===== config.mk =====
export PLATFORM = sky130hd
export DESIGN_NAME = soc_cpu_3_oci_dct_packer
export DESIGN_NICKNAME = d
export VERILOG_FILES = /design/src/rtl/soc_cpu_3_oci_pkg.sv /design/src/rtl/soc_cpu_3_oci_sat_counter.sv /design/src/rtl/soc_cpu_3_oci_dct_packer.sv
export SDC_FILE = /design/constraint.sdc
export NUM_CORES = 1
export LEC_CHECK = 0
export ABC_AREA = 0
export BUFFER_PORTS_ARGS = -buffer_cell sky130_fd_sc_hd__buf_2
export CAP_MARGIN = 20
export CORE_ASPECT_RATIO = 0.9
export CORE_MARGIN = 3
export CORE_UTILIZATION = 54
export DETAILED_ROUTE_END_ITERATION = 7
export GPL_ROUTABILITY_DRIVEN = 0
export HOLD_SLACK_MARGIN = 0.02
export PLACE_DENSITY = 0.93
export SYNTH_ARGS = -nofsm -noshare
export SYNTH_HDL_FRONTEND = slang
export SYNTH_SLANG_ARGS = --single-unit

===== constraint.sdc =====
create_clock -name clk -period 4.3 [get_ports clk]
set_input_delay 0.215 -clock clk [delete_from_list [all_inputs] [get_ports clk]]
set_output_delay 0.215 -clock clk [all_outputs]
set_load 0.02 [all_outputs]

===== src/rtl/soc_cpu_3_oci_pkg.sv =====
// soc_cpu_3_oci_pkg: shared defaults and state encoding for the trace symbol packer
package soc_cpu_3_oci_pkg;
  localparam int SYM_W_D = 2;
  localparam int SLOTS_D = 15;
  localparam int WORD_W = 30;
  typedef enum logic {FILL = 1'b0, HOLD = 1'b1} state_t;
endpackage


===== src/rtl/soc_cpu_3_oci_sat_counter.sv =====
// soc_cpu_3_oci_sat_counter: saturating up-counter with synchronous clear
module soc_cpu_3_oci_sat_counter #(
  parameter int W = 8
) (
  input  logic         clk,
  input  logic         reset_n,
  input  logic         inc,
  input  logic         clear,
  output logic [W-1:0] value
);
  // count up on inc, holding at all-ones
  always_ff @(posedge clk or negedge reset_n)
    if (!reset_n) value <= '0;
    else if (clear) value <= '0;
    else if (inc && value != '1) value <= value + 1'b1;
endmodule


===== src/rtl/soc_cpu_3_oci_dct_packer.sv =====
// soc_cpu_3_oci_dct_packer: packs compressed-trace symbols into 30-bit words with a hold/handshake stage
module soc_cpu_3_oci_dct_packer
  import soc_cpu_3_oci_pkg::*;
#(
  parameter int SYM_W = SYM_W_D,
  parameter int SLOTS = SLOTS_D
) (
  input  logic              clk,
  input  logic              reset_n,
  input  logic              sym_valid,
  input  logic [SYM_W-1:0]  sym_data,
  input  logic              flush,
  output logic [WORD_W-1:0] dct_buffer,
  output logic [3:0]        dct_count,
  output logic              word_valid,
  input  logic              word_ready,
  output logic [7:0]        drop_count
);
  state_t            state, state_nxt;
  logic [WORD_W-1:0] buf_nxt;
  logic [3:0]        cnt_nxt;
  logic              drop;

  // next word contents and state; a symbol arriving with word_ready starts the next word
  always_comb begin
    state_nxt = state;
    buf_nxt   = dct_buffer;
    cnt_nxt   = dct_count;
    drop      = 1'b0;
    if (state == FILL) begin
      if (sym_valid) begin
        buf_nxt = dct_buffer | (WORD_W'(sym_data) << (SYM_W * int'(dct_count)));
        cnt_nxt = dct_count + 4'd1;
      end
      if (cnt_nxt == 4'(SLOTS) || (flush && cnt_nxt != 4'd0)) state_nxt = HOLD;
    end else if (word_ready) begin
      state_nxt = FILL;
      buf_nxt   = sym_valid ? WORD_W'(sym_data) : '0;
      cnt_nxt   = {3'b000, sym_valid};
    end else begin
      drop = sym_valid;
    end
  end

  // word register and state; all outputs come straight from flops
  always_ff @(posedge clk or negedge reset_n)
    if (!reset_n) begin
      state      <= FILL;
      dct_buffer <= '0;
      dct_count  <= '0;
    end else begin
      state      <= state_nxt;
      dct_buffer <= buf_nxt;
      dct_count  <= cnt_nxt;
    end

  assign word_valid = (state == HOLD);

  soc_cpu_3_oci_sat_counter #(.W(8)) u_drop (
    .clk     (clk),
    .reset_n (reset_n),
    .inc     (drop),
    .clear   (1'b0),
    .value   (drop_count)
  );
endmodule


==> results of run 1 <==
-- cells by family (layout without fill, tap and decap cells) --
kind of cell	Yosys count	after routing	synth area share, %
muxes	6	6	3.13
DFF	43	43	55.0
buffers and inverters	16	59	4.28
AOI/OAI and AO/OA	47	47	15.9
xor gates and xnor gates	3	3	1.34
adders and majority gates	2	2	1.28
and+or+nand+nor	73	73	19.1
-- power groups by stage --
stage | clock network (mW) | logic (mW) | registers, mW
2_1_floorplan | 0 | 0.321 | 0.718
3_3_place_gp | 0 | 0.546 | 0.642
3_5_place_dp | 0 | 0.560 | 0.647
4_1_cts | 0.282 | 0.564 | 0.643
5_1_grt | 0.298 | 0.620 | 0.666
6_report | 0.278 | 0.559 | 0.644
-- state kept, by name, summed over array words and instances (netlist names) --
register      flops
word_valid        1
dct_buffer       30
dct_count         4
u_drop.value      8
-- worst reg2reg max path, cell delays in order, from the launching register on --
cell and delay, ns:
dfrtp_1 0.61, mux2i_1 0.21, nor2_2 0.47, a41oi_1 0.18, nor2_1 0.13
-- cells in the mapped netlist, types with 2 or more instances --
| library cell | count | area share (%) |
|---|---|---|
| nor2b_1 | 7 | 2.2 |
| inv_1 | 2 | 0.38 |
| and2_1 | 2 | 0.64 |
| xnor2_1 | 2 | 0.90 |
| nand2_1 | 9 | 1.7 |
| o21ai_0 | 2 | 0.51 |
| a41oi_1 | 6 | 2.7 |
| dfrtp_1 | 43 | 55 |
| and3b_1 | 5 | 2.2 |
| and3_1 | 2 | 0.64 |
| and2_2 | 2 | 0.77 |
| ha_1 | 2 | 1.3 |
| buf_2 | 10 | 2.6 |
| o21a_1 | 2 | 0.77 |
| a22o_1 | 2 | 0.90 |
| nand3_1 | 5 | 1.3 |
| a21oi_1 | 9 | 2.3 |
| clkbuf_1 | 2 | 0.38 |
| nor2_1 | 33 | 6.3 |
| o22ai_1 | 3 | 0.96 |
| mux2i_1 | 5 | 2.6 |
| a31oi_1 | 19 | 6.1 |
-- metal layers --
layer	track usage, %	vias to the layer above
met5	0	-
met4	5.85	0
met3	5.10	6
met2	34.2	41
met1	27.2	783
li1	-	764
-- cell type report --
class | count | area, um^2 | share of cell area, %
clock buffers | 8 | 100 | 4.39
inverters | 2 | 7.51 | 0.329
multi-input cells | 131 | 797 | 34.9
flip-flops and latches | 43 | 1080 | 47.2
well taps | 44 | 55.1 | 2.41
repair buffers | 49 | 245 | 10.8
-- path summary, 6_finish.rpt --
| check | endpoint | slack (ns) | from | cells after the start |
|---|---|---|---|---|
| worst max-delay path | dct_buffer[15] | 2.62 | word_valid | 4 |
| worst min-delay path | word_valid | 0.06 | reset_n | 1 |
| worst max register to register | dct_buffer[15] | 2.62 | word_valid | 4 |
| worst min register to register | dct_buffer[22] | 0.50 | dct_buffer[22] | 2 |
| max in group asynchronous | dct_buffer[9] | 3.65 | reset_n | 1 |
| min in group clk | dct_count[2] | 0.21 | word_ready | 2 |
-- placed cells by master (no fill, tap or decap), drive strengths merged, types with 3 or more instances in the layout --
cell type,n
a31oi,19
nor2,34
clkbuf,8
buf,49
o22ai,3
mux2i,5
and2,4
a21oi,9
and3b,6
nand2,9
nor2b,7
a41oi,6
nand3,5
dfrtp,43
==> out/qor.yml, run 1 <==
power_mw: 1.48
crit_chain: "mux2i_1 > nor2_2 > a41oi_1 > nor2_1"
ant_nets: 0
hold_viol: 0
yosysSeqAreaShare_pct: 55.0
preCtsSetupSlack_ns: 2.64
nets: 241
ir_drop_mv: 0.372
ys_types: 38
avgSynthCellArea_um2: 10.3
num_rows: 20
max_stage_delay_ns: 0.61
dieArea_mm2: 0.00438
finalCriticalPeriod_ns: 1.68
finalSetupViolations: 0
die_w_um: 69.5
synth_ff_type: "dfrtp_1"
die_y_um: 63.1
critPathTopFamily: "flip-flops"
cts_root_buffer: "clkbuf_8"
syn_inst: 190
cts.repair.resized: 0
skew_ns: 0.00574
core-area_mm2: 0.00343
antennaDiodeCount: 0
cp.required_ns: 4.52
cp-start-kind: "flip-flop"
synthesis.nets: 199
dp.cells: 269
final-max-slew-violation-count: 0
cts_tree: "built"
cap_violations: 0
fmax_ghz: 0.595
avgRoutedWirePerCell_um: 15.6
switchingPower_mw: 0.624
whs_ns: 0.0603
swShare_pct: 42.1
drtIter0Drc: 73
drc_errors: 0
final_cell_area_mm2: 0.00228
status: "finished, final reports clean"
place_area_mm2: 0.00218
fin_crit_sh_pct: 39.1
netlist_area_mm2: 0.00196
yosysWarnings: 0
comb_power_share_pct: 37.7
finalNonFillerCells: 277
dpl.hpwl_um: 2920
power.leakage_nw: 1.21
h-tree-depth: 2
initial_core_util_pct: 57.1
grt_pass1_wl_um: 7290
fin_util_pct: 66.5
dr_wl_met2_um: 2050
viasPerCell: 5.75
grt_use_total_pct: 20.7
routed.top_layer: "met4"
grt_overflow: 0
clock-sinks: 43
clkLatencyLatePin_ns: 0.29
clkSlewWorstSetupHoldPaths_ns: 0.08
grt_antenna_before_repair: 0
path_class: "reg2reg"
cp_num_buf_inv: 0
syn2layout_area_growth_pct: 16.6
tightest_slew_ns: 0.939
grt_max_degree: 44
hold_buffers: 0
hold_class: "in2async"
synth-edff-count: 0
wl_met1_um: 1980
endpoint_kind: "flip-flop"
numCtsBuffers: 5
relSlewSlack_pct: 37.4
p_int_mw: 0.858
pwr-share-seq_pct: 43.5
worstPathArrival_ns: 1.90
final_layout_size_suffix_gt1_share_pct: 26.6
pin_count: 50
nFillCells: 284
dr.pass1.iters: 4
cts_setup_buffers: 0
synthArstFlopShare_pct: 100
ys_ff_latch: 43
num_vias: 1594
wl_met3_um: 249
critPathMaxFanout: 15
power_density_mw_per_mm2: 650
finalWirelength_um: 4320
grt_pass1_vias: 1526
power.share.clock_pct: 18.8
numPortBuffers: 49
clockBufferDepth: 2
worst_slack_ns: 2.62
finalSetupTns_ns: 0
worst_path_max_delay_cell: "dfrtp_1"
rsz0062_at_grt: "no"
(Power assumes the default switching activity.)
==> run 2, diff against run 1 <==
--- a/config.mk
+++ b/config.mk
@@ -10,11 +10,11 @@
 export CAP_MARGIN = 20
 export CORE_ASPECT_RATIO = 0.9
 export CORE_MARGIN = 3
-export CORE_UTILIZATION = 54
+export CORE_UTILIZATION = 47
 export DETAILED_ROUTE_END_ITERATION = 7
 export GPL_ROUTABILITY_DRIVEN = 0
 export HOLD_SLACK_MARGIN = 0.02
-export PLACE_DENSITY = 0.93
+export PLACE_DENSITY = 0.87
 export SYNTH_ARGS = -nofsm -noshare
 export SYNTH_HDL_FRONTEND = slang
 export SYNTH_SLANG_ARGS = --single-unit
==> constraint.sdc (replaced) <==
create_clock -name clk -period 1.35 [get_ports clk]
set_input_delay 0.0675 -clock clk [delete_from_list [all_inputs] [get_ports clk]]
set_output_delay 0.0675 -clock clk [all_outputs]
set_load 0.02 [all_outputs]
==> run 2 against run 1 <==
  * Highest routed layer unchanged
  * Clock power grew to 2.8 times the previous value
  * The flow now finishes with violations (negative setup slack)
  * Power grew to 3.5 times the previous value
  * Non-clock buffer count is 28 higher
  * Die area is 13% higher
  * Global-route usage is 0.15 points higher
==> out/qor.yml, run 2 (same netlist as run 1, synthesis figures left out) <==
mostFrequentLayoutCells: "49 x buf_2, 38 x dfrtp_1, 32 x nor2_1"  # was 49 x buf_2, 43 x dfrtp_1, 33 x nor2_1
worstPathArrival_ns: 1.63  # was 1.90 ns
clockBufferDepth: 2  # unchanged
power_density_mw_per_mm2: 2050  # was 650 mW/mm^2
endpoint_kind: "flip-flop"  # unchanged
relSlewSlack_pct: 71.1  # was 37.4%
hold_class: "in2reg"  # was in2async
cts_tree: "built"  # unchanged
ant_nets: 0  # unchanged
pin_count: 50  # unchanged
fmax_ghz: 0.681  # was 0.595 GHz
finalWirelength_um: 4920  # was 4320 um
final-max-slew-violation-count: 0  # unchanged
status: "finished, violations left"  # was finished, final reports clean
clkLatencyLatePin_ns: 0.29  # about the same
ir_drop_mv: 0.894  # was 0.372 mV
violations: "negative setup slack"
nets: 269  # was 241
rsz0062_at_grt: "yes"  # was no
fin_crit_sh_pct: 109  # was 39.1%
viasPerCell: 5.67  # was 5.75
holdPathStages: 2
place_area_mm2: 0.00241  # was 0.00218 mm^2
cap_violations: 0  # unchanged
whs_endpoint: "dct_count[1]"
cts_root_buffer: "clkbuf_8"  # unchanged
worst_slack_ns: -0.118  # was 2.62 ns
finalSetupTns_ns: -0.181  # was 0 ns
reg_top3: "dct_buffer: 30 flops, u_drop.value: 8 flops, dct_count: 4 flops"  # unchanged
whs_ns: 0.0785  # was 0.0603 ns
rr_endpoint: "word_valid"  # was dct_buffer[15]
numPortBuffers: 49  # unchanged
drc_errors: 0  # unchanged
regMostFlops: "dct_buffer"  # unchanged
dieArea_mm2: 0.00497  # was 0.00438 mm^2
path_class: "reg2reg"  # unchanged
critPathMaxFanout: 3  # was 15
avgRoutedWirePerCell_um: 16.0  # was 15.6 um
dr.pass1.iters: 4  # unchanged
cp-start-kind: "flip-flop"  # unchanged
nFillCells: 295  # was 284
clock-sinks: 43  # unchanged
num_rows: 21  # was 20
busiest_layer: "met2"  # unchanged
final_layout_size_suffix_gt1_share_pct: 39.5  # was 26.6%
hold_viol: 0  # unchanged
tightest_slew_ns: 0.433  # was 0.939 ns
numCtsBuffers: 5  # unchanged
largest_reg_flops: 30  # unchanged
syn2layout_area_growth_pct: 30.9  # was 16.6%
num_vias: 1741  # was 1594
finalCriticalPeriod_ns: 1.47  # was 1.68 ns
use_met2_pct: 31.4  # was 34.2%
mostFrequentLayoutCell: "buf_2"  # unchanged
r2r_setup_slack_ns: -0.12  # was 2.62 ns
antennaDiodeCount: 0  # unchanged
power.leakage_nw: 1.36  # was 1.21 nW
die_w_um: 74.0  # was 69.5 um
finalSetupViolations: 5  # was 0
grt_pass1_wl_um: 7820  # was 7290 um
worst_r2r_path_depth: 5  # was 4
final_cell_area_mm2: 0.00256  # was 0.00228 mm^2
clkSlewWorstSetupHoldPaths_ns: 0.08  # about the same
cp.required_ns: 1.52  # was 4.52 ns
core-area_mm2: 0.00386  # was 0.00343 mm^2
grt_pass1_vias: 1584  # was 1526
met3_usage_pct: 5.06  # was 5.10%
grt_max_degree: 27  # was 44
grt_overflow: 0  # unchanged
skew_ns: 0.00688  # was 0.00574 ns
dpl.hpwl_um: 3540  # was 2920 um
drtIter0Drc: 174  # was 73
min-delay-start: "word_ready"
die_y_um: 67.2  # was 63.1 um
initial_core_util_pct: 50.7  # was 57.1%
met1_usage_pct: 29.9  # was 27.2%
h-tree-depth: 2  # unchanged
r2r-start: "dct_count[1]"  # was word_valid
grt_antenna_before_repair: 0  # unchanged
grt_use_total_pct: 20.8  # was 20.7%
==> run 2: layer usage <==
metal / up-vias / wire length [um]
met5: - / 0
li1: 823 / -
met1: 848 / 2260
met3: 8 / 289
met2: 62 / 2290
met4: 0 / 84
==> run 2: what timing repair did <==
action,in CTS,in global routing
gates cloned,0,0
hold buffers,1,0
pin swaps,0,2
endpoints found under the setup margin,17,24
endpoints found under the hold margin,17,0
setup buffers,1,3
resized for setup,2,7
==> run 2: worst max path at each step <==
stage | cells after the start | start | end | slack [ns]
after floorplan | 5 | u_drop.value[0] | u_drop.value[1] | -0.07
after global placement | 5 | dct_count[1] | word_valid | -0.08
after detailed placement | 4 | word_valid | dct_buffer[15] | -0.12
after CTS | 5 | dct_count[1] | word_valid | -0.12
after global routing | 5 | dct_count[1] | word_valid | -0.19
final | 5 | dct_count[1] | word_valid | -0.12
==> run 2: critical path, stage by stage (launching register included) <==
cell and delay (ns):
dfrtp_2 0.43, ha_4 0.25, and3b_1 0.22, o21ai_1 0.06, a311oi_1 0.29, nor3_1 0.10
==> run 2: power breakdown <==
part	internal (mW)	switching, mW	leakage (nW)
registers	1.63	0.293	0.569
logic	1.07	1.47	0.753
clock network	0.361	0.424	0.0412
==> run 2: final cells by class <==
cell class	instances	area, um^2	area share, %
Inverter	2	7.51	0.293
Timing Repair Buffer	77	474	18.5
Tap cell	46	57.6	2.25
Multi-Input combinational cell	131	855	33.4
Clock buffer	6	72.6	2.83
Clock inverter	2	12.5	0.489
Sequential cell	43	1080	42.3
==> run 2: metrics by stage <==
stage          utilization [%]  setup WS (ns)  power (mW)  instances
2_1_floorplan                -        -0.0698        3.42        190
5_1_grt                   66.3         -0.190        5.60        307
6_report                  66.3         -0.118        5.25        307
4_1_cts                   65.2         -0.119        5.15        304
3_5_place_dp              62.4         -0.117        4.35        294
3_3_place_gp              62.4        -0.0821        4.25        294
==> run 3, diff against run 2 <==
--- a/config.mk
+++ b/config.mk
@@ -5,16 +5,16 @@
 export SDC_FILE = /design/constraint.sdc
 export NUM_CORES = 1
 export LEC_CHECK = 0
-export ABC_AREA = 0
+export ABC_AREA = 1
 export BUFFER_PORTS_ARGS = -buffer_cell sky130_fd_sc_hd__buf_2
 export CAP_MARGIN = 20
 export CORE_ASPECT_RATIO = 0.9
 export CORE_MARGIN = 3
-export CORE_UTILIZATION = 47
+export CORE_UTILIZATION = 48
 export DETAILED_ROUTE_END_ITERATION = 7
 export GPL_ROUTABILITY_DRIVEN = 0
 export HOLD_SLACK_MARGIN = 0.02
-export PLACE_DENSITY = 0.87
+export PLACE_DENSITY = 0.88
 export SYNTH_ARGS = -nofsm -noshare
 export SYNTH_HDL_FRONTEND = slang
 export SYNTH_SLANG_ARGS = --single-unit
==> run 3 against run 2 <==
  * The flow now finishes without violations
  * Via count is 13% higher
  * Global-route usage grew 0.11 points
  * Non-clock buffer count is 11 lower
  * Design area up 5.8%
  * Fmax increased by 8.8%
  * Register-to-register slack better by 0.12 ns
  * Hold slack worse by 0.031 ns
  * Critical path depth grew 4
  * Wire length increased by 9.9%
  * Power is 8.6% higher
==> out/qor.yml, run 3 <==
numPortBuffers: 49  # unchanged
grt_pass1_vias: 1844  # was 1584
h-tree-depth: 2  # unchanged
synth_ff_type: "dfrtp_1"  # unchanged
cts_root_buffer: "clkbuf_8"  # unchanged
hold_class: "in2reg"  # unchanged
fmax_ghz: 0.741  # was 0.681 GHz
relSlewSlack_pct: 67.7  # was 71.1%
clkLatencyLatePin_ns: 0.31  # was 0.29 ns
cts_tree: "built"  # unchanged
yosysTopAreaCell: "dfrtp_1"  # unchanged
numCtsBuffers: 5  # unchanged
final_layout_size_suffix_gt1_share_pct: 31.2  # was 39.5%
num_rows: 22  # was 21
synthArstFlopShare_pct: 100  # unchanged
dieArea_mm2: 0.00519  # was 0.00497 mm^2
status: "finished, final reports clean"  # was finished, violations left
grt_antenna_before_repair: 0  # unchanged
dr.pass1.iters: 5  # was 4
core-area_mm2: 0.00413  # was 0.00386 mm^2
drtIter0Drc: 179  # was 174
holdPathStages: 3  # was 2
skew_ns: 0.0119  # was 0.00688 ns
ys_ff_latch: 43  # unchanged
ys_types: 25  # was 38
syn_inst: 259  # was 190
initial_core_util_pct: 50.7  # about the same
num_vias: 1973  # was 1741
synthTopCellsByCount: "60 x nor2_1, 58 x nand2_1, 43 x dfrtp_1"  # was 43 x dfrtp_1, 33 x nor2_1, 19 x a31oi_1
power_density_mw_per_mm2: 2100  # was 2050 mW/mm^2
die_y_um: 68.6  # was 67.2 um
clock-sinks: 43  # unchanged
finalSetupViolations: 0  # was 5
mostFrequentLayoutCells: "55 x nand2_1, 54 x nor2_1, 49 x buf_2"  # was 49 x buf_2, 38 x dfrtp_1, 32 x nor2_1
viasPerCell: 5.30  # was 5.67
reg_top3: "dct_buffer: 30 flops, u_drop.value: 8 flops, dct_count: 4 flops"  # unchanged
regMostFlops: "dct_buffer"  # unchanged
worst_r2r_path_depth: 9  # was 5
path_class: "reg2reg"  # unchanged
fin_crit_sh_pct: 100  # was 109%
grt_pass1_wl_um: 8090  # was 7820 um
avgSynthCellArea_um2: 8.08  # was 10.3 um^2
endpoint_kind: "flip-flop"  # unchanged
largest_reg_flops: 30  # unchanged
worst_slack_ns: 0.000444  # was -0.118 ns
drc_errors: 0  # unchanged
synthesis.nets: 268  # was 199
ir_drop_mv: 1.14  # was 0.894 mV
finalWirelength_um: 5410  # was 4920 um
nFillCells: 330  # was 295
grt_use_total_pct: 20.9  # was 20.8%
yosysSeqAreaShare_pct: 51.4  # was 55.0%
pin_count: 50  # unchanged
cap_violations: 0  # unchanged
die_w_um: 75.6  # was 74.0 um
final-max-slew-violation-count: 0  # unchanged
cp.required_ns: 1.54  # was 1.52 ns
power.leakage_nw: 1.46  # was 1.36 nW
nets: 332  # was 269
cp-start-kind: "flip-flop"  # unchanged
ant_nets: 0  # unchanged
yosysWarnings: 0  # unchanged
synth-edff-count: 0  # unchanged
syn2layout_area_growth_pct: 29.5  # was 30.9%
hold_viol: 0  # unchanged
antennaDiodeCount: 0  # unchanged
avgRoutedWirePerCell_um: 14.5  # was 16.0 um
synth_top_cell_area_share_pct: 51.4  # was 55.0%
critPathMaxFanout: 3  # unchanged
tightest_slew_ns: 0.484  # was 0.433 ns
finalCriticalPeriod_ns: 1.35  # was 1.47 ns
netlist_area_mm2: 0.00209  # was 0.00196 mm^2
worstPathArrival_ns: 1.54  # was 1.63 ns
synth_most_common_cell: "nor2_1"  # was dfrtp_1
clockBufferDepth: 2  # unchanged
grt_overflow: 0  # unchanged
mostFrequentLayoutCell: "nand2_1"  # was buf_2
preCtsSetupSlack_ns: -0.0235  # was -0.117 ns
fin_util_pct: 65.6  # was 66.3%
clkSlewWorstSetupHoldPaths_ns: 0.08  # about the same
grt_max_degree: 29  # was 27
dpl.hpwl_um: 3620  # was 3540 um
synthTopCellsByArea: "dfrtp_1 51%, nor2_1 11%, nand2_1 10%, a21oi_1 6.5%, inv_1 3.6%"  # was dfrtp_1 55%, nor2_1 6.3%, a31oi_1 6.1%, a41oi_1 2.7%, buf_2 2.6%
rsz0062_at_grt: "yes"  # unchanged
## run 3: cell count changes in the layout (fill, tap and decap cells not counted), sizes merged, moves of 3 or more
cell	before	now
nand2	9	61
nor2	34	63
inv	2	24
a31oi	19	0
a21oi	9	27
buf	76	65
nor2b	7	0
a41oi	6	0
and3b	6	0
mux2i	5	0
and2	4	0
nand3	5	8
nand3b	0	3
nand4	1	4
## run 3: final timing paths
| check | from | slack, ns | endpoint |
|---|---|---|---|
| max | dct_count[1] | 0.0004 | word_valid |
| max reg2reg | dct_count[1] | 0.0004 | word_valid |
| min | word_ready | 0.05 | dct_count[0] |
| min in group asynchronous | reset_n | 0.26 | dct_count[0] |
| min reg2reg | dct_buffer[22] | 0.50 | dct_buffer[22] |
| max in group asynchronous | reset_n | 0.59 | dct_buffer[25] |
## run 3: through the flow
| step | hold WS, ns | setup TNS [ns] | std cells | power, mW | cell area [um^2] |
|---|---|---|---|---|---|
| after floorplan | -0.228 | 0 | 259 | 3.47 | 2090 |
| after global placement | 0.0413 | 0 | 357 | 4.12 | 2440 |
| after detailed placement | 0.0519 | -0.0362 | 357 | 4.20 | 2440 |
| after CTS | 0.0472 | 0 | 368 | 5.38 | 2600 |
| after global routing | 0.0569 | -0.164 | 372 | 6.04 | 2710 |
| final | 0.0477 | 0 | 372 | 5.70 | 2710 |
## run 3: final cells by class
cell class	count	area [um^2]	share of cell area, %
Timing Repair Buffer	66	433	16.0
Multi-Input combinational cell	183	917	33.9
Tap cell	48	60.1	2.22
Clock inverter	2	35.0	1.29
Sequential cell	43	1080	39.9
Inverter	24	100	3.70
Clock buffer	6	82.6	3.05
## run 3: logic make-up (layout without fill, tap and decap cells)
logic type	Yosys count	in the layout	share of synthesized area, %
buf+inv	33	98	7.60
fa+ha+maj	2	2	1.20
flops	43	43	51.4
simple gates	142	142	28.6
compound gates	34	34	9.09
xor+xnor	5	5	2.09
## run 3: where the power goes
group / internal [mW] / switching (mW)
logic: 1.03 / 1.71
clock network: 0.599 / 0.459
registers: 1.61 / 0.295
## run 3: repair_timing
action                                  4_1_cts  5_1_grt
endpoints found under the hold margin        19        0
pin swaps                                     1        7
resized for setup                             2       23
gates cloned                                  0        0
endpoints found under the setup margin        2       32
hold buffers                                  1        0
buffers inserted                              2        4
## run 3: critical path, cell delays in order (launching register included)
cell and delay (ns):
dfrtp_2 0.44, ha_4 0.24, inv_2 0.05, nand2_2 0.04, nand2_2 0.07, nand2_1 0.07, nor2_1 0.10, nand2_1 0.06
nand2_1 0.08, nand3_2 0.07
## run 3: per-layer routing
layer	track usage (%)	up-vias	share of wire (%)
li1	-	954	-
met1	26.0	941	41
met2	34.6	60	51
met3	4.49	18	5.4
met4	10.3	0	2.8
met5	0	-	0
